--- src/rtl/simon_key_sched_ctrl.sv ---
// Iterative Simon round-key sequencer: streams k0..k(T-1) for encryption, or
// expands first and then rewinds to stream k(T-1)..k0 for decryption.

module simon_key_schedule #(
  parameter int WW  = 16,
  parameter int NKW = 4
) (
  input  logic [NKW-1:0][WW-1:0] win_i,
  input  logic                   mode_i,
  input  logic [WW-1:0]          c_xor_z_i,
  output logic [NKW-1:0][WW-1:0] win_o
);
  logic [WW-1:0] nearWord, rot3, mix, newWord;

  // Reverse mode views the window back-to-front, so one datapath serves both directions.
  always_comb begin
    nearWord = mode_i ? win_i[1] : win_i[NKW-1];
    rot3     = {nearWord[2:0], nearWord[WW-1:3]};
    mix      = rot3 ^ ((NKW == 4) ? (mode_i ? win_i[NKW-1] : win_i[1]) : '0);
    mix      = mix ^ {mix[0], mix[WW-1:1]};
    newWord  = win_i[0] ^ mix ^ c_xor_z_i;
    win_o    = '0;
    for (int j = 0; j < NKW - 1; j++) begin
      win_o[j] = win_i[j+1];
    end
    win_o[NKW-1] = newWord;
  end
endmodule

module simon_key_sched_ctrl #(
  parameter  int WW  = 16,
  parameter  int NKW = 4,
  localparam int T   = (WW == 16) ? 32 :
                       (WW == 24) ? 36 :
                       (WW == 32) ? ((NKW == 3) ? 42 : 44) :
                       (WW == 48) ? ((NKW == 2) ? 52 : 54) :
                                    ((NKW == 2) ? 68 : (NKW == 3) ? 69 : 72),
  localparam int RIW = $clog2(T)
) (
  input  logic                clk_i,
  input  logic                rst_i,
  input  logic                start_i,
  input  logic                mode_i,
  input  logic [NKW*WW-1:0]   key_i,
  output logic                busy_o,
  output logic                rk_valid_o,
  input  logic                rk_ready_i,
  output logic [WW-1:0]       rk_o,
  output logic [RIW-1:0]      rk_idx_o,
  output logic                last_o,
  output logic                done_o
);
  localparam int ZSEL = (WW == 16) ? 0 :
                        (WW == 24) ? ((NKW == 3) ? 0 : 1) :
                        (WW == 32) ? ((NKW == 3) ? 2 : 3) :
                        (WW == 48) ? ((NKW == 2) ? 2 : 3) :
                                     ((NKW == 2) ? 2 : (NKW == 3) ? 3 : 4);

  // Literals are written in published order (first element leftmost), then flipped so bit 0 is first.
  function automatic logic [61:0] zMsbFirst(input int sel);
    case (sel)
      0:       zMsbFirst = 62'b11111010001001010110000111001101111101000100101011000011100110;
      1:       zMsbFirst = 62'b10001110111110010011000010110101000111011111001001100001011010;
      2:       zMsbFirst = 62'b10101111011100000011010010011000101000010001111110010110110011;
      3:       zMsbFirst = 62'b11011011101011000110010111100000010010001010011100110100001111;
      default: zMsbFirst = 62'b11010001111001101011011000100000010111000011001010010011101111;
    endcase
  endfunction

  function automatic logic [61:0] reverse62(input logic [61:0] x);
    logic [61:0] r;
    for (int i = 0; i < 62; i++) begin
      r[i] = x[61-i];
    end
    return r;
  endfunction

  localparam logic [61:0]   ZSEQ  = reverse62(zMsbFirst(ZSEL));
  localparam logic [WW-1:0] CBASE = {{(WW-2){1'b1}}, 2'b00};

  typedef enum logic [1:0] {IDLE, PRE, EMIT} state_e;

  state_e                 state_q, state_d;
  logic [NKW-1:0][WW-1:0] win_q, win_d, stepWin;
  logic [5:0]             zc_q, zc_d, zcInc, zcDec, zcSel;
  logic [RIW-1:0]         idx_q, idx_d, cnt_q, cnt_d;
  logic                   mode_q, mode_d, done_q, done_d;
  logic                   revStep, lastKey;
  logic [WW-1:0]          cXorZ;

  // A rewind consumes the z index of the key it recreates, hence the pre-decremented zc.
  always_comb begin
    zcInc   = (zc_q == 6'd61) ? 6'd0 : zc_q + 6'd1;
    zcDec   = (zc_q == 6'd0) ? 6'd61 : zc_q - 6'd1;
    revStep = (state_q == EMIT) && mode_q;
    zcSel   = revStep ? zcDec : zc_q;
    cXorZ   = CBASE | WW'(ZSEQ[zcSel]);
    lastKey = (state_q == EMIT) &&
              (mode_q ? (idx_q == '0) : (idx_q == RIW'(T - 1)));
  end

  simon_key_schedule #(.WW(WW), .NKW(NKW)) u_step (
    .win_i     (win_q),
    .mode_i    (revStep),
    .c_xor_z_i (cXorZ),
    .win_o     (stepWin)
  );

  always_comb begin
    state_d = state_q;
    win_d   = win_q;
    zc_d    = zc_q;
    idx_d   = idx_q;
    cnt_d   = cnt_q;
    mode_d  = mode_q;
    done_d  = 1'b0;
    case (state_q)
      IDLE: begin
        if (start_i) begin
          win_d  = key_i;
          mode_d = mode_i;
          zc_d   = 6'd0;
          if (mode_i) begin
            cnt_d   = RIW'(T - NKW);
            state_d = PRE;
          end else begin
            idx_d   = '0;
            state_d = EMIT;
          end
        end
      end
      PRE: begin
        win_d = stepWin;
        zc_d  = zcInc;
        cnt_d = cnt_q - 1'b1;
        // Final expansion step also flips the window so w[0] holds k(T-1).
        if (cnt_q == RIW'(1)) begin
          for (int j = 0; j < NKW; j++) begin
            win_d[j] = stepWin[NKW-1-j];
          end
          idx_d   = RIW'(T - 1);
          state_d = EMIT;
        end
      end
      EMIT: begin
        if (rk_ready_i) begin
          win_d = stepWin;
          if (mode_q) begin
            zc_d  = zcDec;
            idx_d = idx_q - 1'b1;
          end else begin
            zc_d  = zcInc;
            idx_d = idx_q + 1'b1;
          end
          if (lastKey) begin
            state_d = IDLE;
            done_d  = 1'b1;
          end
        end
      end
      default: state_d = IDLE;
    endcase
  end

  always_ff @(posedge clk_i) begin
    if (rst_i) begin
      state_q <= IDLE;
      win_q   <= '0;
      zc_q    <= '0;
      idx_q   <= '0;
      cnt_q   <= '0;
      mode_q  <= 1'b0;
      done_q  <= 1'b0;
    end else begin
      state_q <= state_d;
      win_q   <= win_d;
      zc_q    <= zc_d;
      idx_q   <= idx_d;
      cnt_q   <= cnt_d;
      mode_q  <= mode_d;
      done_q  <= done_d;
    end
  end

  assign busy_o     = (state_q != IDLE);
  assign rk_valid_o = (state_q == EMIT);
  assign rk_o       = rk_valid_o ? win_q[0] : '0;
  assign rk_idx_o   = idx_q;
  assign last_o     = lastKey;
  assign done_o     = done_q;
endmodule

--- config.mk ---
export PLATFORM = sky130hd
export DESIGN_NAME = simon_key_sched_ctrl
export DESIGN_NICKNAME = d
export VERILOG_FILES = /design/src/rtl/simon_key_sched_ctrl.sv
export SDC_FILE = /design/constraint.sdc
export NUM_CORES = 1
export LEC_CHECK = 0
export BUFFER_PORTS_ARGS = -buffer_cell sky130_fd_sc_hd__buf_2
export CAP_MARGIN = 20
export CORE_AREA = 10 10 152 154
export DETAILED_ROUTE_END_ITERATION = 10
export DIE_AREA = 0 0 162 164
export SYNTH_ARGS = -nofsm -noshare
export SYNTH_HDL_FRONTEND = slang
export SYNTH_SLANG_ARGS = --single-unit
--- constraint.sdc ---
create_clock -name clk_i -period 3.55 [get_ports clk_i]
set_input_delay 0.355 -clock clk_i [delete_from_list [all_inputs] [get_ports clk_i]]
set_output_delay 0.355 -clock clk_i [all_outputs]
set_load 0.03 [all_outputs]
==> impl_metrics.yaml, run 1 <==
outcome:
  status: "complete, no violations"
cts:
  cts_root_buf: "clkbuf_16"
  htreeDepth: 3
  insertion_delay_ns: 0.35
  cts_resized: 0
  postCtsSetupBuffers: 0
  path_clk_slew_ns: 0.07
  numCtsBuffers: 9
  cts.sinks: 84
  cts_tree: "built"
  cts_buffer_depth: 2
  ctsHoldBuffers: 0
logic_synthesis:
  yosys_warnings: 0
  syn_area_per_cell_sq_um: 7.52
  synth_area_leaders: "dfxtp_1, a21oi_1, nor2_1"
  async_reset_ff_share_pct: 0
  syn_area_sq_um: 5930
  synth_nets: 876
  synth_cell_types: 52
  yosysSeqAreaShare_pct: 28.3
  synth_seq_cells: 84
  synth_top_area_cell: "dfxtp_1"
  synth-edff-count: 0
  syn_inst: 789
  synthFlopType: "dfxtp_1"
  synth_top_area_share_pct: 28.3
critical_path:
  worst-endpoint-arrival_ns: 3.27
  crit_buf_inv: 1
  cp.required_ns: 3.75
  slowest_delay_ns: 0.46
  critPathMaxFanout: 12
  crit_family: "simple AND/OR/NAND/NOR gates"
  slowest_stage: "and2_1"
  crit_type: "flop to flop"
  path_cells: "inv_1 > ha_1 > and2_1 > o21ai_0 > nor2_1 > ha_1 > a21boi_0 > nand4bb_1 > o2111ai_1 > o41a_1 > xnor2_1 > o22ai_1"
  startpoint_type: "flop"
  endpoint_kind: "flop"
  path_common_cell: "ha_1"
layout:
  nets: 931
  drive_gt1_share_pct: 15.8
  layout_commonest_cell: "nor2_1"
  area_growth_pct: 16.7
  diodes: 0
  final_cells: 1119
  mostFrequentLayoutCells: "nor2_1, buf_2, a21oi_1"
  final_core_util_pct: 34.5
floorplanning:
  num_rows: 52
  die_area_sq_um: 26600
  core_area_sq_um: 20000
  die_y_um: 164
  start_util_pct: 29.6
  die_x_um: 162
  pin_count: 94
sta:
  drv_slew: 0
  tightestPinTransition_ns: 0.733
  rsz0062_at_grt: "no"
  min_period_ns: 3.08
  post-route-period-util_pct: 86.7
  fmax_mhz: 325
  fin_tns_setup_ns: 0
  worst_slack_ns: 0.473
  setup_viol: 0
  clock-skew-final_ns: 0.0136
  slew_headroom_pct: 51.2
  hold_viol: 0
detailed_routing:
  wl_per_cell_um: 16.4
  vias_per_cell: 5.14
  drc: 0
  drtIter0Drc: 559
  dr.pass1.iters: 5
  vias: 5754
  ant_nets: 0
  drt_wl_total_um: 18400
global_routing:
  grt_pass1_wl_um: 29800
  grt_overflow_total: 0
  grt_start_max_net_pins: 97
  grt_pass1_vias: 5471
  track_usage_pct: 13.6
  antenna_found_initial: 0
place:
  port_buffers: 93
  gp_congestion: 0.838
  post-place-ws_ns: 0.454
  dp_hpwl_um: 13600
  dp.cells: 1102
power:
  p_leak_nw: 2.72
  vdd_drop_max_mv: 0.346
  p_per_area_nw_per_um2: 869
hold_path:
  min_path_type: "input pin to flop"
job:
  maxCapViolations: 0
-- sequential cells by signal, summed over array words and instances (netlist names) --
name,flops
cnt_q,5
win_q,64
mode_q,1
rk_idx_o,5
state_q,2
done_o,1
zc_q,6
-- tightest hold or removal path, stage by stage --
cell,delay [ns]
buf_2,0.10
nand2b_1,0.06
a311oi_1,0.08
-- report_power, final --
group	total (mW)	internal, mW	switching, mW
registers	1.72	1.28	0.437
logic	3.39	1.42	1.97
clock network	0.907	0.498	0.408
-- stage by stage --
step / total power [mW] / area (sq um) / hold WS [ns]
global placement: 5.07 / 6630 / 0.473
global route: 6.53 / 6920 / 0.289
detailed placement: 5.10 / 6630 / 0.476
finish: 6.01 / 6920 / 0.287
floorplan: 4.25 / 5930 / 0.456
CTS: 6.03 / 6910 / 0.275
-- layer usage --
| layer | vias up | part of all wire [%] | track usage, % |
|---|---|---|---|
| met2 | 146 | 43 | 20.1 |
| li1 | 2893 | - | - |
| met5 | - | 0 | 0 |
| met1 | 2692 | 50 | 19.5 |
| met4 | 0 | 1.8 | 4.26 |
| met3 | 23 | 4.9 | 2.53 |
-- Yosys cell counts (17+ instances only) --
| library cell | n |
|---|---|
| a211o_1 | 28 |
| a21oi_1 | 87 |
| a221oi_1 | 17 |
| a22oi_1 | 30 |
| and2_1 | 21 |
| clkbuf_1 | 51 |
| dfxtp_1 | 84 |
| ha_1 | 17 |
| nand2_1 | 61 |
| nand2b_1 | 37 |
| nand3_1 | 41 |
| nor2_1 | 109 |
| xnor2_1 | 45 |
| xor2_1 | 32 |
-- area by class of cell --
class / count / area (sq um)
Clock buffer: 10 / 239
Clock inverter: 6 / 46.3
Fill cell: 2182 / 13100
Inverter: 13 / 48.8
Multi-Input combinational cell: 627 / 3960
Sequential cell: 84 / 1680
Tap cell: 270 / 338
Timing Repair Buffer: 109 / 611
-- worst paths after layout --
path                                  from   endpoint  slack, ns  cells after the start
worst min register to register   win_q[13]  win_q[13]       0.49                      2
worst max register to register  state_q[0]  win_q[48]       0.47                     12
worst max-delay path            state_q[0]  win_q[48]       0.47                     12
worst min-delay path             key_i[39]  win_q[39]       0.29                      3
-- logic make-up (layout without fill, tap and decap cells) --
group / Yosys count / in the layout / share of synthesized area [%]
xor gates and xnor gates: 77 / 77 / 11.4
buffers and inverters: 78 / 138 / 5.23
AOI/OAI and AO/OA: 220 / 220 / 25.1
DFF: 84 / 84 / 28.3
muxes: 5 / 5 / 0.886
and+or+nand+nor: 307 / 307 / 25.2
adders and majority gates: 18 / 18 / 3.92
No activity file was read; power rests on OpenSTA's default activity.
==> run 2, diff against run 1 <==
CORE_AREA = 5 5 147 149   (was 10 10 152 154)
DIE_AREA = 0 0 152 154   (was 0 0 162 164)
==> run 2 against run 1 <==
First-iteration DRC count is 5.9% lower. Wire length is 3.1% lower. Die area down 12%. Setup slack got worse by 0.092 ns. Power shrank 0.43%. Sequential cell count stayed put. Register-to-register slack worse by 0.09 ns. Clock skew decreased by 0.0052 ns. Combinational power down 2%. Sequential share of layout area about the same. Hold slack gained 0.0050 ns. Non-clock buffer count down 1. Critical path type unchanged.
==> impl_metrics.yaml, run 2 (synthesis gave the netlist of run 1 again) <==
cts:
  cts_tree: "built"
  cts.sinks: 84
  insertion_delay_ns: 0.34
  htreeDepth: 3
  cts_buffer_depth: 2
  path_clk_slew_ns: 0.07
  postCtsSetupBuffers: 0
  numCtsBuffers: 9
  cts_resized: 0
  ctsHoldBuffers: 0
  cts_root_buf: "clkbuf_16"
floorplanning:
  start_util_pct: 29.6
  die_area_sq_um: 23400
  core_area_sq_um: 20000
  pin_count: 94
  die_y_um: 154
  num_rows: 52
  die_x_um: 152
critical_path:
  slowest_delay_ns: 0.48
  slowest_stage: "and2_1"
  crit_type: "flop to flop"
  startpoint_type: "flop"
  path_cells: "inv_1 > ha_1 > and2_1 > o21ai_0 > nor2_1 > ha_1 > a21boi_0 > nand4bb_1 > o2111ai_1 > o41a_1 > xnor2_1 > o22ai_1"
  worst-endpoint-arrival_ns: 3.36
  endpoint_kind: "flop"
  path_common_cell: "ha_1"
  ff2ff_setup_slack_ns: 0.38
  critPathMaxFanout: 12
  cp.required_ns: 3.75
sta:
  holdWs_ns: 0.292
  rsz0062_at_grt: "no"
  clock-skew-final_ns: 0.00844
  hold_viol: 0
  post-route-period-util_pct: 89.3
  min_period_ns: 3.17
  setup_viol: 0
  slew_headroom_pct: 50.5
  worst_slack_ns: 0.381
  drv_slew: 0
  fin_tns_setup_ns: 0
  tightestPinTransition_ns: 0.742
  fmax_mhz: 316
detailed_routing:
  wl_per_cell_um: 15.9
  drtIter0Drc: 526
  drt_wl_total_um: 17800
  dr.pass1.iters: 6
  vias_per_cell: 5.11
  vias: 5712
  drc: 0
  ant_nets: 0
power:
  p_comb_share_pct: 55.6
  p_leak_nw: 2.73
  switching_share_pct: 46.8
  clockPowerShare_pct: 15.6
  p_per_area_nw_per_um2: 864
  p_switching_mw: 2.80
  seq_power_share_pct: 28.8
  fin_total_pwr_mw: 5.99
  vdd_drop_max_mv: 0.537
  intPower_mw: 3.18
place:
  gp_congestion: 0.855
  dp_hpwl_um: 12900
  post-place-ws_ns: 0.426
  placed_cell_area_sq_um: 6630
  port_buffers: 93
layout:
  design_area_sq_um: 6930
  layout_commonest_cell: "nor2_1"
  nets: 930
  area_growth_pct: 16.8
  mostFrequentLayoutCells: "nor2_1, buf_2, a21oi_1"
  reg_top3: "win_q: 64 flops, zc_q: 6 flops"
  drive_gt1_share_pct: 15.7
  top_register: "win_q"
  largest_reg_flops: 64
  diodes: 0
global_routing:
  grt_start_max_net_pins: 84
  grt_overflow_total: 0
  antenna_found_initial: 0
  grt_pass1_vias: 5272
  track_usage_pct: 14.6
  grt_pass1_wl_um: 28600
hold_path:
  min_path_type: "input pin to flop"
job:
  maxCapViolations: 0
outcome:
  status: "complete, no violations"
[run 2: worst paths after layout]
path,start,end,cells after the start
worst max-delay path,state_q[0],win_q[48],12
worst min register to register,win_q[10],win_q[10],2
worst max register to register,state_q[0],win_q[48],12
worst min-delay path,key_i[39],win_q[39],3
[run 2: area by class of cell]
class	count	area, sq um
Clock buffer	10	239
Clock inverter	6	56.3
Fill cell	2213	13100
Inverter	13	48.8
Multi-Input combinational cell	627	3960
Sequential cell	84	1680
Tap cell	270	338
Timing Repair Buffer	108	607
[run 2: power groups by stage]
stage | sequential [mW] | clock, mW | combinational [mW]
after floorplan | 1.58 | 0 | 2.67
after global placement | 1.73 | 0 | 3.29
after detailed placement | 1.73 | 0 | 3.31
after CTS | 1.71 | 0.965 | 3.34
after global routing | 1.76 | 0.995 | 3.71
final | 1.72 | 0.935 | 3.33
[run 2: routing by layer]
metal	track usage (%)	routed length, um
met1	22.1	9310
met2	21.7	7610
met3	1.60	579
met4	4.37	299
met5	0	0
[run 2: metrics by stage]
| step | utilization (%) | instances |
|---|---|---|
| 2_1_floorplan | - | 789 |
| 4_1_cts | 34.6 | 1118 |
| 3_3_place_gp | 33.0 | 1101 |
| 6_report | 34.6 | 1118 |
| 5_1_grt | 34.6 | 1118 |
| 3_5_place_dp | 33.1 | 1102 |
[run 2: critical path, delay by kind of cell, from the launching register on]
kind | cells | cell delay [ns]
DFF | 1 | 0.33
AOI/OAI and AO/OA | 5 | 0.73
adders and majority gates | 2 | 0.68
xor gates and xnor gates | 1 | 0.14
buffers and inverters | 1 | 0.13
and+or+nand+nor | 3 | 1.01
